==> config.mk <==
export PLATFORM = sky130hd
export DESIGN_NAME = s27_resp_compactor
export DESIGN_NICKNAME = d
export VERILOG_FILES = /design/src/rtl/s27_resp_compactor.sv
export SDC_FILE = /design/constraint.sdc
export NUM_CORES = 1
export LEC_CHECK = 0
export ABC_CLOCK_PERIOD_IN_PS = 6300
export CORE_ASPECT_RATIO = 0.8
export CORE_MARGIN = 4
export CORE_UTILIZATION = 50
export CTS_BUF_LIST = sky130_fd_sc_hd__clkbuf_16
export CTS_CLUSTER_DIAMETER = 80
export DETAILED_ROUTE_END_ITERATION = 16
export HOLD_SLACK_MARGIN = 0.08
export PLACE_DENSITY = 0.95
export SLEW_MARGIN = 20
export SYNTH_ARGS = -nofsm -noshare
export SYNTH_HDL_FRONTEND = slang
export SYNTH_SLANG_ARGS = --single-unit
==> constraint.sdc <==
create_clock -name CK -period 6.3 [get_ports CK]
set_input_delay 0.945 -clock CK [delete_from_list [all_inputs] [get_ports CK]]
set_output_delay 0.945 -clock CK [all_outputs]
set_load 0.02 [all_outputs]
==> src/rtl/s27_resp_compactor.sv <==
// MISR response compactor for the s27 core: folds qualified G17 bits into a signature and checks it against GOLDEN.
// Optional G17 transition counter enabled by defining S27_RESP_TOGGLE_CNT_EN.
module s27_resp_compactor #(
  parameter int                SIG_W = 16,
  parameter logic [SIG_W-1:0]  POLY  = 16'hB400,
  parameter int                LEN_W = 16
) (
  input  logic             CK,
  input  logic             RSTN,
  input  logic             START,
  input  logic [LEN_W-1:0] LEN,
  input  logic [SIG_W-1:0] SEED,
  input  logic [SIG_W-1:0] GOLDEN,
  input  logic             G17,
  input  logic             VALID_IN,
  output logic             BUSY,
  output logic             DONE,
  output logic             PASS,
  output logic [SIG_W-1:0] SIG,
  output logic [LEN_W-1:0] CNT,
  output logic [LEN_W-1:0] TOGGLES,
  output logic [1:0]       STATE
);

  // Handshake: START is a level request honoured only in IDLE (ignored while BUSY);
  // VALID_IN qualifies G17 in RUN with no backpressure, a low VALID_IN simply stalls.
  typedef enum logic [1:0] {
    ST_IDLE  = 2'd0,
    ST_RUN   = 2'd1,
    ST_CHECK = 2'd2
  } state_t;

  state_t           state_q;
  logic             busy_q;
  logic             done_q;
  logic             pass_q;
  logic [SIG_W-1:0] sig_q;
  logic [LEN_W-1:0] cnt_q;
  logic [LEN_W-1:0] len_q;

  logic [SIG_W-1:0] sig_d;
  logic [LEN_W-1:0] cnt_d;

  assign sig_d = {sig_q[SIG_W-2:0], 1'b0}
               ^ (sig_q[SIG_W-1] ? POLY : {SIG_W{1'b0}})
               ^ {{(SIG_W-1){1'b0}}, G17};
  assign cnt_d = cnt_q + {{(LEN_W-1){1'b0}}, 1'b1};

`ifdef S27_RESP_TOGGLE_CNT_EN
  logic [LEN_W-1:0] tog_q;
  logic             prev_q;
  logic             have_prev_q;
`endif

  always_ff @(posedge CK or negedge RSTN) begin
    if (!RSTN) begin
      state_q     <= ST_IDLE;
      busy_q      <= 1'b0;
      done_q      <= 1'b0;
      pass_q      <= 1'b0;
      sig_q       <= '0;
      cnt_q       <= '0;
      len_q       <= '0;
`ifdef S27_RESP_TOGGLE_CNT_EN
      tog_q       <= '0;
      prev_q      <= 1'b0;
      have_prev_q <= 1'b0;
`endif
    end else begin
      done_q <= 1'b0;
      case (state_q)
        ST_IDLE: begin
          if (START) begin
            sig_q   <= SEED;
            cnt_q   <= '0;
            pass_q  <= 1'b0;
            len_q   <= LEN;
            busy_q  <= 1'b1;
            state_q <= (LEN == '0) ? ST_CHECK : ST_RUN;
`ifdef S27_RESP_TOGGLE_CNT_EN
            tog_q       <= '0;
            have_prev_q <= 1'b0;
`endif
          end
        end
        ST_RUN: begin
          if (VALID_IN) begin
            sig_q <= sig_d;
            cnt_q <= cnt_d;
`ifdef S27_RESP_TOGGLE_CNT_EN
            // History spans stalls; only qualified samples are compared.
            if (have_prev_q && (G17 != prev_q)) tog_q <= tog_q + {{(LEN_W-1){1'b0}}, 1'b1};
            prev_q      <= G17;
            have_prev_q <= 1'b1;
`endif
            if (cnt_d == len_q) state_q <= ST_CHECK;
          end
        end
        ST_CHECK: begin
          pass_q  <= (sig_q == GOLDEN);
          done_q  <= 1'b1;
          busy_q  <= 1'b0;
          state_q <= ST_IDLE;
        end
        default: state_q <= ST_IDLE;
      endcase
    end
  end

  assign BUSY  = busy_q;
  assign DONE  = done_q;
  assign PASS  = pass_q;
  assign SIG   = sig_q;
  assign CNT   = cnt_q;
  assign STATE = state_q;
`ifdef S27_RESP_TOGGLE_CNT_EN
  assign TOGGLES = tog_q;
`else
  assign TOGGLES = '0;
`endif

endmodule

==> results of run 1 <==
how the worst max path moves through the flow:
stage / slack, ps / end
6_report: 2990 / CNT[9]
4_1_cts: 2700 / CNT[9]
2_1_floorplan: 3920 / SIG[1]
5_1_grt: 2810 / CNT[9]
3_3_place_gp: 2660 / CNT[9]
3_5_place_dp: 2470 / CNT[9]
synth_stat cells (2+ instances only):
library cell,number
dfrtp_1,53
nand2_1,40
xnor2_1,32
o21ai_0,29
nor2_1,26
buf_4,18
a31oi_1,12
mux2_2,12
a21oi_1,10
clkbuf_1,10
inv_1,9
nor4_1,9
xor2_1,9
nand4_1,7
a22o_1,6
nand3_1,6
o31ai_1,6
buf_2,4
nand2b_1,4
nor2b_1,3
or3_1,3
and3_1,2
buf_1,2
nand4_2,2
nor3_1,2
nor3_2,2
nor3b_1,2
o2111ai_1,2
metal layers:
layer,routed length [um],global-route usage (%),vias to the layer above,part of all wire (%)
li1,-,-,1332,-
met1,3660,31.0,1432,38
met2,4740,40.9,218,49
met3,849,4.48,45,8.8
met4,365,11.2,0,3.8
met5,0,0,-,0
cell usage in the layout, fill, tap and decap left out, types with 2 or more instances in the layout:
cell type	synthesis	final
clkdlybuf4s50_1	0	88
dfrtp_1	53	53
nand2_1	40	40
xnor2_1	32	32
o21ai_0	29	29
nor2_1	26	26
conb_1	1	16
mux2_2	12	12
a31oi_1	12	12
inv_1	9	10
a21oi_1	10	9
nor4_1	9	9
xor2_1	9	9
nand4_1	7	7
nand3_1	6	6
a22o_1	6	6
o31ai_1	6	6
clkbuf_16	0	5
nand2b_1	4	3
nor2b_1	3	3
or3_1	3	3
buf_4	18	3
nand4_2	2	2
o2111ai_1	2	2
and3_1	2	2
nor3_2	2	2
nor3_1	2	2
worst max-delay path, cell delays in order:
cell and delay (ps):
clkdlybuf4s50_1 470, nor3b_2 810, nand2b_2 680, o21ai_0 270
a22o_1 300
flip-flops by register name, indices dropped and copies added (netlist names):
register  flops
PASS          1
BUSY          1
CNT          16
DONE          1
SIG          16
len_q        16
STATE         2
cells by family after synthesis:
kind of cell             Yosys count  synth area share [%]
buffers and inverters             43                  7.42
AND/OR/NAND/NOR                  114                  18.6
AO/OA/AOI/OAI                     77                  15.7
adder cells (fa/ha/maj)            1                 0.397
other                              1                 0.119
XOR/XNOR                          41                  11.4
multiplexers                      12                  4.29
flip-flops                        53                  42.1
layout make-up:
| cell class | instances | area (um^2) |
|---|---|---|
| flip-flops and latches | 53 | 1330 |
| fillers | 431 | 1820 |
| multi-input cells | 261 | 1660 |
| well taps | 81 | 101 |
| repair buffers | 91 | 903 |
| clock inverters | 3 | 37.5 |
| clock buffers | 5 | 125 |
| inverters | 9 | 33.8 |
report_power, final:
group,internal (mW),switching [mW]
Clock,0.185,0.120
Sequential,0.466,0.165
Combinational,0.410,0.499
Total,1.06,0.784
through the flow:
step	setup slack (ps)	util (%)	power (mW)
5_1_grt	2810	69.7	1.94
4_1_cts	2700	69.6	1.83
3_5_place_dp	2470	66.9	1.51
3_3_place_gp	2660	66.9	1.46
2_1_floorplan	3920	-	1.18
6_report	2990	69.7	1.84
==> summary.txt, run 1 <==
Status
  – Outcome: completed

Drt
  – Initial DRT Pass Iterations: 5
  – DRC Markers: 0
  – Via-to-Cell Ratio: ~6
  – Routed wire length: 9.61 mm
  – Post-route ant nets: 0
  – DR iter-0 viols: 320
  – DR WL/cell: 19.1 um
  – Total number of vias: ~3,000

Clock network
  – Clock H-tree levels: 2
  – Post-CTS Setup Bufs: 0
  – Clk root buf: clkbuf_16
  – CTS Buffer Depth: 2
  – Clk slew on worst S/H paths: roughly 70 ps
  – CTS tree: done
  – Sink Count: 53
  – Worst-Skew Late Latency: 290 ps
  – CTS resizes: 0
  – Num CTS Buffers: 5
  – CTS Hold Bufs: 0

Synth
  – Largest area contributor in the netlist: dfrtp_1
  – Synth top area share: between 40% and 50%
  – Seq cells post-synth: between 50 and 60
  – Synth cell types: 48
  – Syn Area/Cell: 9.22 um^2
  – Primary FF master, synth: dfrtp_1
  – Top cells by area, synth: dfrtp_1 (42%), xnor2_1 (8.9%), nand2_1 (4.8%)
  – Cells after synthesis: around 340
  – Sequential area share after synthesis: a little over two fifths
  – Post-synth ARST share: 100%
  – Post-synth EDFFs: 0
  – Post-Syn Area: approximately 3200 um^2
  – Yosys warning count: 0

Critical path
  – Worst Setup Path Type: in2reg
  – Critical path peak fanout: 33
  – RR Startpoint: CNT[4]
  – CP endpoint kind: flop
  – R2r setup slk: around 3500 ps
  – RR Endpoint: STATE[0]
  – WP data arrival: about 3500 ps
  – Worst EP required: 6480 ps
  – FF-to-FF path depth: 6
  – Critical Path Start: START
  – Critical Path Source Type: input pin

Global route
  – First-pass GRT wire length: between 15 and 20 mm
  – GR Util All Layers: roughly a quarter
  – GRT Residual Overflow: 0
  – Antenna violations before repair: 0
  – Pin count of the biggest net entering global routing: between 50 and 60
  – Vias in the first global route: just under 3,000

Final layout
  – Share of cells above drive strength 1: 8.29%
  – Antenna diodes: 0
  – NumNets Final: 475
  – Finished Cell Area: 4190 um^2
  – Area grow syn2layout: 32.8%
  – Post-Layout Cell Count: 503

Timing
  – RSZ-0062 raised after global routing: no
  – Slew Limit Fails: 0
  – Worst Skew: about 4.2 ps
  – Hold slack: between 500 and 600 ps
  – Highest clock rate: roughly 300 MHz
  – Tcrit/Tclk final: 52.6%
  – Setup violations, final: 0
  – Max_slew headroom: about a third
  – TNS Setup: 0 ps
  – Final Hold Vio Count: 0
  – Min Tclk post-route: ~3300 ps
  – Slew at the pin with the worst max-slew slack: 1000 ps

Placed design
  – I/O Buffers: 89
  – Placed Area: roughly 4000 um^2
  – HPWL Detailed: 6.91 mm
  – Placed cells: just under 500
  – Gpl congestion: slightly above 0.9

Pwr
  – PwrDens: between 400 and 500 nW/um^2
  – Maximum VDD drop: around 330 uV
  – Leak: approximately 1.7 nW

Flow run
  – Max-Cap Viols: 0

Worst hold path
  – Worst Hold Depth: 1
  – Min-Delay Path Class: reg2reg
  – Worst hold start: BUSY
  – Worst Hold End: BUSY

Floorplanning
  – Core Box Area: 6010 um^2
  – Die width: approximately 97 um
  – Starting Density: between 50 and 60%
  – Die Ht: slightly below 80 um
  – Die ar.: 7650 um^2
  – I/O pins: 106
  – Num rows: 25
No activity file was read; power rests on OpenSTA's default activity.
==> inputs of run 2 (changes only) <==
--- a/config.mk
+++ b/config.mk
@@ -5,15 +5,15 @@
 export SDC_FILE = /design/constraint.sdc
 export NUM_CORES = 1
 export LEC_CHECK = 0
-export ABC_CLOCK_PERIOD_IN_PS = 6300
+export ABC_CLOCK_PERIOD_IN_PS = 2800
 export CORE_ASPECT_RATIO = 0.8
 export CORE_MARGIN = 4
-export CORE_UTILIZATION = 50
+export CORE_UTILIZATION = 42
 export CTS_BUF_LIST = sky130_fd_sc_hd__clkbuf_16
 export CTS_CLUSTER_DIAMETER = 80
 export DETAILED_ROUTE_END_ITERATION = 16
 export HOLD_SLACK_MARGIN = 0.08
-export PLACE_DENSITY = 0.95
+export PLACE_DENSITY = 0.89
 export SLEW_MARGIN = 20
 export SYNTH_ARGS = -nofsm -noshare
 export SYNTH_HDL_FRONTEND = slang
==> constraint.sdc (replaced) <==
create_clock -name CK -period 2.8 [get_ports CK]
set_input_delay 0.42 -clock CK [delete_from_list [all_inputs] [get_ports CK]]
set_output_delay 0.42 -clock CK [all_outputs]
set_load 0.02 [all_outputs]
==> summary.txt, run 2 (synthesized netlist as in run 1, its figures left out) <==
Timing
  – Max_slew headroom: between 50% and 60%
  – Tcrit/Tclk final: 89.4%
  – RSZ-0062 raised after global routing: no
  – Highest clock rate: 400 MHz
  – Setup violations, final: 0
  – Worst Skew: 3.88 ps
  – Slew at the pin with the worst max-slew slack: 739 ps
  – TNS Setup: 0 ps
  – Slew Limit Fails: 0
  – Min Tclk post-route: about 2500 ps
  – Hold slack: approximately 530 ps
  – Final Hold Vio Count: 0

Floorplanning
  – Starting Density: approximately 44%
  – Die ar.: around 9000 um^2
  – I/O pins: between 100 and 150
  – Die Ht: approximately 85 um
  – Num rows: 27
  – Core Box Area: 7090 um^2
  – Die width: around 100 um

Critical path
  – FF-to-FF path depth: 7
  – Critical path peak fanout: 8
  – CP endpoint kind: flop
  – Worst EP required: about 3000 ps
  – Critical Path Source Type: flop
  – WP data arrival: ~2700 ps
  – Worst Setup Path Type: reg2reg

Clock network
  – Num CTS Buffers: 5
  – Clk slew on worst S/H paths: about 70 ps
  – Sink Count: 53
  – CTS tree: done
  – Worst-Skew Late Latency: between 200 and 300 ps
  – CTS Buffer Depth: 2
  – Post-CTS Setup Bufs: 0
  – Clk root buf: clkbuf_16
  – Clock H-tree levels: 2

Drt
  – DRC Markers: 0
  – Routed wire length: between 8 and 9 mm
  – Post-route ant nets: 0
  – Initial DRT Pass Iterations: 5
  – WL met3: approximately 620 um
  – DR WL/cell: around 17 um
  – Met2 WL: between 4 and 5 mm
  – Top Layer Used: met4
  – Via-to-Cell Ratio: around 5.6
  – Total number of vias: approximately 2,900
  – DR iter-0 viols: a little under 200
  – WL met1: 3.93 mm

Status
  – Outcome: completed

Global route
  – GRT Residual Overflow: 0
  – Pin count of the biggest net entering global routing: 27
  – Vias in the first global route: about 2,800
  – Antenna violations before repair: 0
  – GR Util All Layers: between 10% and 20%
  – First-pass GRT wire length: roughly 14 mm

Final layout
  – NumNets Final: ~480
  – Fillers: roughly 570
  – Share of cells above drive strength 1: about 8.9%
  – Most frequent cells in the layout: clkdlybuf4s50_1 (88), dfrtp_1 (53), nand2_1 (40)
  – Antenna diodes: 0
  – Area grow syn2layout: 33.5%
  – Commonest non-fill, non-tap cell in the layout: clkdlybuf4s50_1
  – Post-layout util: between 50% and 60%

Placed design
  – HPWL Detailed: 6.70 mm
  – Gpl congestion: 0.931
  – I/O Buffers: 89

Worst hold path
  – Min-Delay Path Class: reg2reg
  – Worst Hold Depth: 1

Flow run
  – Max-Cap Viols: 0

Pwr
  – PwrDens: approximately 960 nW/um^2
  – Leak: around 1.7 nW
  – Maximum VDD drop: ~570 uV
==> run 2: worst paths after layout <==
kind,start,end,slack [ps]
min reg2reg,BUSY,BUSY,530
min in group asynchronous,RSTN,SIG[10],570
min,BUSY,BUSY,530
max reg2reg,CNT[0],STATE[1],300
max,CNT[0],STATE[1],300
max in group asynchronous,RSTN,len_q[12],1610
==> run 2: routing by layer <==
layer	global-route usage (%)	up-vias
li1	-	1344
met2	30.2	138
met3	4.94	11
met5	0	-
met1	27.5	1370
met4	6.20	0
==> run 2: worst max-delay path, stage by stage (launching register included) <==
cell,delay (ps)
dfrtp_1,500
ha_1,380
nand3_2,190
or4_4,550
xnor2_1,180
o2111ai_1,180
o31a_1,330
nor3_2,110
==> run 2: through the flow <==
stage               instance area (um^2)  power [mW]  setup WS, ps  std cells
floorplan                           3210        2.65           525        357
global placement                    4060        3.35           440        506
detailed placement                  4060        3.41           362        506
CTS                                 4210        4.01           339        514
global route                        4210        4.30           119        514
finish                              4210        4.02           297        514
==> run 2: repair_timing <==
| item | 4_1_cts | 5_1_grt |
|---|---|---|
| resized for setup | 0 | 0 |
| hold buffers | 1 | 0 |
| endpoints found under the hold margin | 14 | 0 |
==> run 2: area by class of cell <==
class	instances	area, um^2	area share [%]
multi-input combinational	261	1650	39.3
sequential	53	1330	31.5
timing repair buffer	97	948	22.5
clock inverter	2	11.3	0.268
inverter	9	33.8	0.803
clock buffer	5	125	2.97
tap	87	109	2.59
==> run 2: power breakdown <==
| part | switching [mW] | internal (mW) | total (mW) |
|---|---|---|---|
| Sequential | 0.372 | 1.05 | 1.42 |
| Combinational | 1.07 | 0.942 | 2.01 |
| Clock | 0.263 | 0.323 | 0.586 |
==> inputs of run 3 (changes only) <==
--- a/config.mk
+++ b/config.mk
@@ -6,6 +6,7 @@
 export NUM_CORES = 1
 export LEC_CHECK = 0
 export ABC_CLOCK_PERIOD_IN_PS = 2800
+export CAP_MARGIN = 20
 export CORE_ASPECT_RATIO = 0.8
 export CORE_MARGIN = 4
 export CORE_UTILIZATION = 42
==> results of run 3 <==
No change in the layout: final DEF, timing and power equal those of run 2.
